## config.mk

```make
export PLATFORM = sky130hd
export DESIGN_NAME = hack_rom_loader
export DESIGN_NICKNAME = d
export VERILOG_FILES = /design/src/rtl/hack_rom_loader_pkg.sv /design/src/rtl/hack_rom_loader_timeout_counter.sv /design/src/rtl/hack_rom_loader.sv
export SDC_FILE = /design/constraint.sdc
export NUM_CORES = 1
export LEC_CHECK = 0
export CAP_MARGIN = 5
export CORE_AREA = 3 3 117 119
export CTS_BUF_LIST = sky130_fd_sc_hd__clkbuf_2 sky130_fd_sc_hd__clkbuf_4 sky130_fd_sc_hd__clkbuf_8
export DETAILED_ROUTE_END_ITERATION = 10
export DIE_AREA = 0 0 120 122
export SYNTH_ARGS = -nofsm -noshare
export SYNTH_HDL_FRONTEND = slang
export SYNTH_SLANG_ARGS = --single-unit
```

## constraint.sdc

```tcl
create_clock -name clk -period 5.7 [get_ports clk]
set_input_delay 1.14 -clock clk [delete_from_list [all_inputs] [get_ports clk]]
set_output_delay 1.14 -clock clk [all_outputs]
set_load 0.05 [all_outputs]
```

## src/rtl/hack_rom_loader_pkg.sv

```systemverilog
// Shared definitions for the Hack ROM loader: loader states and ROM geometry.
package hack_pkg;

    localparam int unsigned ROM_ADDR_W = 15;

    // Largest image, in words, that fits a ROM with the given address width.
    function automatic int unsigned max_words(input int unsigned aw);
        return 32'd1 << aw;
    endfunction

    localparam int unsigned MAX_WORDS = max_words(ROM_ADDR_W);

    typedef enum logic [2:0] {
        IDLE,
        CNT_HI,
        CNT_LO,
        DAT_HI,
        DAT_LO,
        DONE,
        ERR
    } state_t;

endpackage

```

## src/rtl/hack_rom_loader_timeout_counter.sv

```systemverilog
// Idle-cycle counter: flags expiry on the TIMEOUT-th consecutive enabled cycle.
module timeout_counter #(
    parameter int unsigned TIMEOUT = 1000000
) (
    input  logic clk,
    input  logic reset,
    input  logic clear,
    input  logic enable,
    output logic expired
);

    localparam int unsigned   CW   = (TIMEOUT > 1) ? $clog2(TIMEOUT) : 1;
    localparam logic [CW-1:0] LAST = CW'(TIMEOUT - 1);

    logic [CW-1:0] r_count;

    // Count idle cycles while enabled; restart from zero on clear.
    always_ff @(posedge clk or posedge reset) begin
        if (reset) begin
            r_count <= '0;
        end else if (clear) begin
            r_count <= '0;
        end else if (enable && !expired) begin
            r_count <= r_count + CW'(1);
        end
    end

    assign expired = enable && (r_count == LAST);

endmodule

```

## src/rtl/hack_rom_loader.sv

```systemverilog
// Byte-stream loader for the Hack instruction ROM; holds the CPU in reset while loading.
module hack_rom_loader
    import hack_pkg::*;
#(
    parameter int unsigned ADDR_W  = ROM_ADDR_W,
    parameter int unsigned TIMEOUT = 1000000
) (
    input  logic              clk,
    input  logic              reset,
    input  logic              start,
    input  logic [7:0]        in_data,
    input  logic              in_valid,
    output logic              in_ready,
    output logic              rom_we,
    output logic [ADDR_W-1:0] rom_addr,
    output logic [15:0]       rom_data,
    output logic              cpu_hold,
    output logic              busy,
    output logic              done,
    output logic              error
);

    localparam int unsigned MAX_N = max_words(ADDR_W);

    state_t            r_state;
    state_t            w_next;
    logic [7:0]        r_hi;
    logic [15:0]       r_remain;
    logic              r_rom_we;
    logic [ADDR_W-1:0] r_rom_addr;
    logic [15:0]       r_rom_data;

    logic              w_accept;
    logic              w_start_ok;
    logic              w_expired;
    logic [15:0]       w_count;

    assign w_accept   = in_valid && in_ready;
    assign w_start_ok = start && ((r_state == IDLE) || (r_state == ERR));
    assign w_count    = {r_hi, in_data};

    timeout_counter #(
        .TIMEOUT (TIMEOUT)
    ) u_timeout (
        .clk     (clk),
        .reset   (reset),
        .clear   (w_accept || w_start_ok),
        .enable  (in_ready),
        .expired (w_expired)
    );

    // State register.
    always_ff @(posedge clk or posedge reset) begin
        if (reset) begin
            r_state <= IDLE;
        end else begin
            r_state <= w_next;
        end
    end

    // Next-state logic; an accept in the same cycle as expiry takes priority.
    // After the last low byte the FSM stays in DAT_LO (not ready) for the
    // rom_we cycle, so DONE lands one cycle after the final write.
    always_comb begin
        w_next = r_state;
        case (r_state)
            IDLE, ERR: begin
                if (start) w_next = CNT_HI;
            end
            CNT_HI: begin
                if (w_accept)       w_next = CNT_LO;
                else if (w_expired) w_next = ERR;
            end
            CNT_LO: begin
                if (w_accept) begin
                    if (w_count == '0)             w_next = DONE;
                    else if (32'(w_count) > MAX_N) w_next = ERR;
                    else                           w_next = DAT_HI;
                end else if (w_expired) begin
                    w_next = ERR;
                end
            end
            DAT_HI: begin
                if (w_accept)       w_next = DAT_LO;
                else if (w_expired) w_next = ERR;
            end
            DAT_LO: begin
                if (r_remain == '0)  w_next = DONE;
                else if (w_accept)   w_next = (r_remain == 16'd1) ? DAT_LO : DAT_HI;
                else if (w_expired)  w_next = ERR;
            end
            DONE:    w_next = IDLE;
            default: w_next = IDLE;
        endcase
    end

    // Status outputs decoded from the current state.
    always_comb begin
        in_ready = 1'b0;
        busy     = 1'b0;
        done     = 1'b0;
        error    = 1'b0;
        case (r_state)
            CNT_HI, CNT_LO, DAT_HI: begin
                in_ready = 1'b1;
                busy     = 1'b1;
            end
            DAT_LO: begin
                in_ready = (r_remain != '0);
                busy     = 1'b1;
            end
            DONE:    done  = 1'b1;
            ERR:     error = 1'b1;
            default: ;
        endcase
        cpu_hold = busy || error;
    end

    // Byte packing, word counting and the registered ROM write port.
    always_ff @(posedge clk or posedge reset) begin
        if (reset) begin
            r_hi       <= '0;
            r_remain   <= '0;
            r_rom_we   <= 1'b0;
            r_rom_addr <= '0;
            r_rom_data <= '0;
        end else begin
            r_rom_we <= 1'b0;
            if (w_accept && ((r_state == CNT_HI) || (r_state == DAT_HI))) begin
                r_hi <= in_data;
            end
            if (w_accept && (r_state == CNT_LO)) begin
                r_remain <= w_count;
            end
            if (w_accept && (r_state == DAT_LO)) begin
                r_remain   <= r_remain - 16'd1;
                r_rom_we   <= 1'b1;
                r_rom_data <= w_count;
            end
            if (w_start_ok) begin
                r_rom_addr <= '0;
            end else if (r_rom_we) begin
                r_rom_addr <= r_rom_addr + ADDR_W'(1);
            end
        end
    end

    assign rom_we   = r_rom_we;
    assign rom_addr = r_rom_addr;
    assign rom_data = r_rom_data;

endmodule
```

# Word-level counts from Yosys, hierarchy flattened
# Cells that the tools add are included.
[totals] output_inout_bits=37 inputBits=12 reg_bits=79
[op_classes] n_reduce_logical=22 magnitude_cmp=1 n_eq_ne=9 addsub=3 n_mux=22
[ops] operator="20-bit 2-to-1 mux" n=2
[ops] operator="16-bit zero test" n=2
[ops] operator="16-bit 2-to-1 mux" n=2
[ops] operator="15-bit 2-to-1 mux" n=2
[ops] operator="3-bit 2-to-1 mux" n=10
[ops] operator="20-bit by 1-bit adder with 20-bit output (second input constant)" n=1
[ops] operator="20-bit == test (second input constant)" n=1
[ops] operator="16-bit by 1-bit == test with 1-bit output (second input constant)" n=1
[ops] operator="16-bit greater-than comparator (second input constant)" n=1
[ops] operator="16-bit nonzero test" n=1
[ops] operator="16-bit by 1-bit subtractor with 16-bit output (second input constant)" n=1
[ops] operator="15-bit by 1-bit adder with 15-bit output (second input constant)" n=1
[ops] operator="3-bit one-hot mux with 5 select lines" n=1
[ops] operator="3-bit == test (second input constant)" n=3
[ops] operator="1-bit logical AND" n=7
[ops] operator="3-bit by 2-bit == test with 1-bit output (second input constant)" n=2
[ops] operator="2-bit nonzero test" n=3
[ops] operator="1-bit logical OR" n=4
[ops] operator="1-bit 2-to-1 mux" n=4
[ops] operator="4-bit OR reduction" n=1
[ops] operator="3-bit by 1-bit == test with 1-bit output (second input constant)" n=1
[ops] operator="3-bit zero test" n=1
[ops] operator="3-bit OR reduction" n=1
[ops] operator="2-bit != test (second input constant)" n=1
[ops] operator="other kinds (3)" n=3

# Depth between registers and ports, before layout
# Gate-level depths: netlist of run 1.
[logic_depth] word_depth=8 ltp_mapped=9 ltp_nobuf=8

# Hierarchy
# Synthesis of run 1 repeated with hierarchy kept, for this count alone.
[unflattened] hier_cells=450 area_unflattened_um2=4165.2
[modules_own_cells] module="hack_rom_loader" n_inst=1 cells_per_inst=329 seq_area_each_um2=1476.4 area_per_inst_um2=3041.7
[modules_own_cells] module="timeout_counter" n_inst=1 cells_per_inst=121 seq_area_each_um2=500.5 area_per_inst_um2=1123.6

# Least setup slack after synthesis of run 1
# OpenSTA, ideal clock, no wires.
[synth_path] kind="flip-flop to output port" startpoint="reg r_remain[10]" endpoint="out in_ready" setup_slack_ps=2359 t_arrival_ps=2201 stages_incl_launch_ff=7 cell_sequence="dfrtp_1 or4_1 buf_2 or3_1 buf_2 o21ai_1 nand2_1"
[synth_via] elab_chain_len=2
[synth_lines] item="start, declared" line="hack_rom_loader.sv:28" source="logic [15:0] r_remain;"
[synth_lines] item="start signal, assigned" line="hack_rom_loader.sv:133" source="r_remain <= w_count;"
[synth_lines] item="start signal, assigned" line="hack_rom_loader.sv:136" source="r_remain <= r_remain - 16'd1;"
[synth_lines] item="16-bit nonzero test" line="hack_rom_loader.sv:109" source="in_ready = (r_remain != '0);"
[synth_lines] item="1-bit one-hot mux with 2 select lines" line="hack_rom_loader.sv:103" source="case (r_state)"
[synth_lines] item="end, declared" line="hack_rom_loader.sv:13" source="output logic in_ready,"
# Every way passes these cells.

# Worst setup path in the final report of run 1
[layout_path] startpoint="reg r_remain[0]" endpoint="out in_ready"
# Same word-level chain as after synthesis.

==> results.toml, run 1 <==
[die]
rows = 41
die_width_microns = 120
io_pins = 49
initial_core_util = 0.351
die_h_microns = 122
core_area_sq_mm = 0.0127
dieArea_sq_mm = 0.0146

[worst_setup_path]
cp_slowest_cell = "clkdlybuf4s50_1"
reg2reg_slack_ns = 2.71
worst-endpoint-required_ns = 4.56
crit_start = "r_remain[0]"
start_kind = "register"
reg2regPathDepth = 7
cp_data_arrival_time_ns = 3.57
end_kind = "primary output"
rr_startpoint = "r_remain[0]"
max_stage_delay_ns = 0.75
worstPathMaxFanout = 11
crit_type = "reg -> out"
path_cells = "inv_1, ha_1, nor3b_1, nand3_1, o21ai_1, nand2_1, clkdlybuf4s50_1"

[timing]
setup_tns_ns = 0
max_freq_mhz = 212
tightest_slew_ns = 1.22
hold_viol_final = 0
post-route-period-util = 0.826
final.setup_skew_ns = 0.0113
slew_headroom = 0.181
finalSetupViolCount = 0
grt_setup_unrepaired = "false"
holdWs_ns = 0.481
slew_viol_final = 0
layout_min_cycle_time_ns = 4.71

[clock_tree]
ctsHtreeMaxLevel = 3
path_clk_slew_ns = 0.08
clk_latency_ns = 0.36
clk_path_buf_depth = 2
cts_buffers = 9
cts_tree = "done"
cts-root-buf = "clkbuf_8"
clock-sinks = 79
postCtsSetupBuffers = 0
cts_resized = 0
cts_hold_buffers = 0

[synthesis]
ys_types = 53
ys_warn_count = 0
synth_flop_cell = "dfrtp_1"
ys_seq_area_frac = 0.445
avgSynthCellArea_sq_um = 8.96
netlist_instances = 496
synthArstFlopShare = 1.00
synth_nets = 512
synth_edf_count = 0
ys_ff_latch = 79
synth_area_sq_mm = 0.00444

[global_routing]
grt_overflow = 0
grt_pass1_vias = 3717
antenna_found_initial = 0
grt_usage = 0.155
grt_pass1_wl_microns = 18300
grt_max_degree = 69

[layout]
final_nets = 549
multi_input_area_sq_mm = 0.00232
fill_cells = 1296
diodes = 0
seq_area_sq_mm = 0.00198
drive_above_1_share = 0.0653
area_growth_pct = 18.6
final_cells = 708

[placed_design]
hpwlAfterDp_microns = 7580
place_congestion = 0.815
port_buffers = 48
placed_cells = 694

[route]
drc_errors = 0
first_iter_violations = 205
routed-via-count = 3872
drt-pass1-iter-count = 4
wl_microns = 11000
wl_per_cell_microns = 15.6
ant_nets = 0
viasPerCell = 5.47

[worst_hold_path]
hp-start = "rom_data[11]"
hold_class = "reg -> reg"
whs_path_depth = 2

[pwr]
ir_worst_vdd_mv = 0.294
p_per_area_mw_per_mm2 = 462
leakage_nw = 2.16

[flow_run]
maxCapViolations = 0

[status]
status = "finished clean"
## kinds of logic (layout without fill, tap and decap cells)
logic type      count (synthesis)  in the layout  share of synthesized area
flops                          79             79                      0.445
fa+ha+maj                       4              4                     0.0113
mux                            33             33                     0.0766
compound gates                 96             96                      0.144
xor+xnor                       14             14                     0.0276
buf+inv                        37             77                     0.0352
simple gates                  233            233                      0.261
## area by class of cell
class,count,area share
inverters,11,0.00807
well taps,172,0.0408
repair buffers,52,0.0969
clock inverters,4,0.0138
flip-flops and latches,79,0.375
multi-input cells,380,0.440
clock buffers,10,0.0249
## registers in the layout, summed over array words and instances, names as in the netlist
signal and cells:
u_timeout.r_count 20, r_state 3, r_hi 8, r_remain 16
rom_data 16, rom_we 1, rom_addr 15
## report_power, final
group,internal (mW),total [mW],switching [mW]
clock,0.246,0.454,0.208
sequential,0.713,0.884,0.170
combinational,0.392,1.10,0.706
total,1.35,2.44,1.08
## critical path: cells and delay by family, from the launching register on
family,cells,cell delay (ns)
AOI/OAI and AO/OA,1,0.59
adders and majority gates,1,0.27
buffers and inverters,2,0.87
DFF,1,0.45
and+or+nand+nor,3,1.02
## stage by stage
stage | setup slack, ns | total power, mW | util | cell area (sq um)
CTS | 0.999 | 2.46 | 0.416 | 5270
detailed placement | 1.41 | 2.00 | 0.400 | 5060
global route | 0.692 | 2.60 | 0.416 | 5270
finish | 0.991 | 2.44 | 0.416 | 5270
global placement | 1.52 | 1.98 | 0.400 | 5060
floorplan | 2.36 | 1.67 | - | 4440
## cell usage after synthesis, types with 4 or more instances
| master | count | area share |
|---|---|---|
| a21o_1 | 5 | 0.0084 |
| nor2b_1 | 4 | 0.0056 |
| ha_1 | 4 | 0.011 |
| o2111ai_1 | 4 | 0.0079 |
| and3_1 | 11 | 0.015 |
| nand3b_1 | 15 | 0.025 |
| mux2_2 | 8 | 0.020 |
| nand4_1 | 10 | 0.014 |
| a211oi_1 | 6 | 0.010 |
| xor2_1 | 11 | 0.022 |
| dfrtp_1 | 79 | 0.44 |
| nand3_1 | 40 | 0.045 |
| o2bb2ai_1 | 7 | 0.014 |
| nand2_1 | 75 | 0.063 |
| buf_2 | 8 | 0.0090 |
| clkbuf_1 | 15 | 0.013 |
| a21oi_1 | 26 | 0.029 |
| nor3_1 | 13 | 0.015 |
| a22oi_1 | 6 | 0.010 |
| inv_1 | 10 | 0.0084 |
| mux2i_1 | 25 | 0.056 |
| o21ai_0 | 22 | 0.025 |
| nor2_1 | 37 | 0.031 |
| nor4_1 | 9 | 0.013 |
## per-layer routing
layer,track usage,up-vias,wire (microns)
li1,-,1877,-
met1,0.189,1902,4860
met2,0.268,79,5420
met3,0.0404,14,519
met4,0.0487,0,208
met5,0,-,0
## placed cells by master (no fill, tap or decap), drive strengths merged, types with 4 or more instances in the layout
master and n:
ha 4, buf 4, dfrtp 79, nand3 40
nor2 37, a211oi 6, a22oi 6, nor3 14
nand2 75, clkbuf 10, nor2b 4, xor2 11
nand3b 15, and3 11, o21ai 23, mux2i 25
nor4 9, nand4 10, a21o 5, o2bb2ai 7
o2111ai 5, clkdlybuf4s50 48, mux2 8, a21oi 26
inv 10
## final timing paths
check                                        to
min in group asynchronous           rom_addr[2]
setup reg to reg                    r_remain[4]
hold reg to reg                    rom_data[11]
hold / removal                     rom_data[11]
max in group asynchronous  u_timeout.r_count[2]
setup / recovery                       in_ready
No activity file was read; power rests on OpenSTA's default activity.
==> run 2: changes to the inputs <==
==> constraint.sdc (replaced) <==
create_clock -name clk -period 4 [get_ports clk]
set_input_delay 0.8 -clock clk [delete_from_list [all_inputs] [get_ports clk]]
set_output_delay 0.8 -clock clk [all_outputs]
set_load 0.05 [all_outputs]
==> results.toml, run 2 (synthesized netlist as in run 1, its figures left out) <==
[clock_tree]
path_clk_slew_ns = 0.08
clk_path_buf_depth = 2
clock-sinks = 79
postCtsSetupBuffers = 0
ctsHtreeMaxLevel = 3
cts-root-buf = "clkbuf_8"
cts_resized = 0
clk_latency_ns = 0.37
cts_hold_buffers = 0
cts_buffers = 9
cts_tree = "done"

[timing]
finalSetupViolCount = 0
slew_viol_final = 0
holdWs_ns = 0.479
slew_headroom = 0.456
grt_setup_unrepaired = "false"
final.setup_skew_ns = 0.0122
max_freq_mhz = 279
post-route-period-util = 0.897
hold_viol_final = 0
setup_tns_ns = 0
layout_min_cycle_time_ns = 3.59
tightest_slew_ns = 0.815

[worst_setup_path]
worst-endpoint-required_ns = 3.20
crit_start = "r_remain[10]"
cp_data_arrival_time_ns = 2.79
end_kind = "primary output"
crit_type = "reg -> out"
rr_startpoint = "r_remain[0]"
worstPathMaxFanout = 7
start_kind = "register"

[layout]
layout_common_cells = "dfrtp_1 (79), nand2_1 (75), clkdlybuf4s50_1 (47), nand3_1 (40), nor2_1 (37)"
final_common_cell = "dfrtp_1"
fin_util = 0.418
fill_cells = 1262
seq_area_sq_mm = 0.00198
drive_above_1_share = 0.0758
final_nets = 554
multi_input_area_sq_mm = 0.00232
diodes = 0
final_cells = 713
area_growth_pct = 19.2
top_register = "u_timeout.r_count"
largest_reg_flops = 20

[route]
drt-pass1-iter-count = 5
wl_microns = 11200
routed-via-count = 3893
drc_errors = 0
first_iter_violations = 298
wl_per_cell_microns = 15.7
ant_nets = 0
viasPerCell = 5.46

[placed_design]
port_buffers = 48
place_congestion = 0.850
placed_cells = 699
hpwlAfterDp_microns = 7730

[global_routing]
grt_max_degree = 52
antenna_found_initial = 0
grt_pass1_wl_microns = 18400
grt_pass1_vias = 3728
grt_usage = 0.157
grt_overflow = 0

[pwr]
pwr-share-seq = 0.366
fin_total_pwr_mw = 3.45
p_clk_frac = 0.169
switchingPower_mw = 1.56
swShare = 0.452
p_per_area_mw_per_mm2 = 651
leakage_nw = 2.19
ir_worst_vdd_mv = 0.441
comb_power_share = 0.465
intPower_mw = 1.89

[die]
die_width_microns = 120
io_pins = 49
rows = 41
dieArea_sq_mm = 0.0146
die_h_microns = 122
core_area_sq_mm = 0.0127
initial_core_util = 0.351

[status]
status = "finished clean"

[worst_hold_path]
hold_class = "reg -> reg"
hp-start = "rom_data[9]"

[flow_run]
maxCapViolations = 0
-- run 2: cell count changes in the layout (fill, tap and decap cells not counted), sizes merged --
| cell | change |
|---|---|
| buf | +6 |
| bufinv | -1 |
| clkdlybuf4s50 | -1 |
| clkinv | +1 |
-- run 2: cell type report --
| type | instances | share of cell area |
|---|---|---|
| Multi-Input combinational cell | 380 | 0.438 |
| Sequential cell | 79 | 0.373 |
| Clock buffer | 10 | 0.0260 |
| Timing Repair Buffer | 57 | 0.105 |
| Inverter | 11 | 0.00803 |
| Clock inverter | 4 | 0.00897 |
| Tap cell | 172 | 0.0406 |
-- run 2: worst max-delay path: stages (launching register included) --
cell	delay (ns)
dfrtp_1	0.44
or4_1	0.64
or3_1	0.49
o21ai_1	0.47
nand2_1	0.16
buf_4	0.22
-- run 2: final timing paths --
check | to | slack (ns) | cells past startpoint
worst max-delay path | in_ready | 0.41 | 5
worst min-delay path | rom_data[9] | 0.48 | 2
worst max register to register | r_remain[12] | 0.93 | 8
worst min register to register | rom_data[9] | 0.48 | 2
max in group asynchronous | u_timeout.r_count[17] | 2.45 | 3
min in group asynchronous | rom_data[2] | 0.89 | 2
-- run 2: stage by stage --
| step | instance area, sq um | setup slack, ns |
|---|---|---|
| floorplan | 4440 | 0.999 |
| global placement | 5110 | 0.894 |
| detailed placement | 5110 | 0.870 |
| CTS | 5300 | 0.444 |
| global route | 5300 | 0.209 |
| finish | 5300 | 0.413 |
-- run 2: power groups by stage --
stage | registers (mW) | clock network, mW | logic, mW
after detailed placement | 1.27 | 0 | 1.61
after global placement | 1.27 | 0 | 1.58
after global routing | 1.30 | 0.640 | 1.74
after floorplan | 1.48 | 0 | 0.907
final | 1.26 | 0.582 | 1.60
after CTS | 1.26 | 0.609 | 1.61
-- run 2: metal layers --
metal / GRT usage / vias up / share of wire
li1: - / 1880 / -
met1: 0.195 / 1881 / 0.44
met2: 0.257 / 108 / 0.48
met3: 0.0418 / 24 / 0.052
met4: 0.0702 / 0 / 0.024
met5: 0 / - / 0
==> run 3: changes to the inputs <==
--- a/config.mk
+++ b/config.mk
@@ -8,6 +8,7 @@
 export CAP_MARGIN = 5
 export CORE_AREA = 3 3 117 119
 export CTS_BUF_LIST = sky130_fd_sc_hd__clkbuf_2 sky130_fd_sc_hd__clkbuf_4 sky130_fd_sc_hd__clkbuf_8
+export CTS_CLUSTER_SIZE = 24
 export DETAILED_ROUTE_END_ITERATION = 10
 export DIE_AREA = 0 0 120 122
 export SYNTH_ARGS = -nofsm -noshare
==> results of run 3 <==
The final DEF is identical to that of run 2; final timing and power are the same.
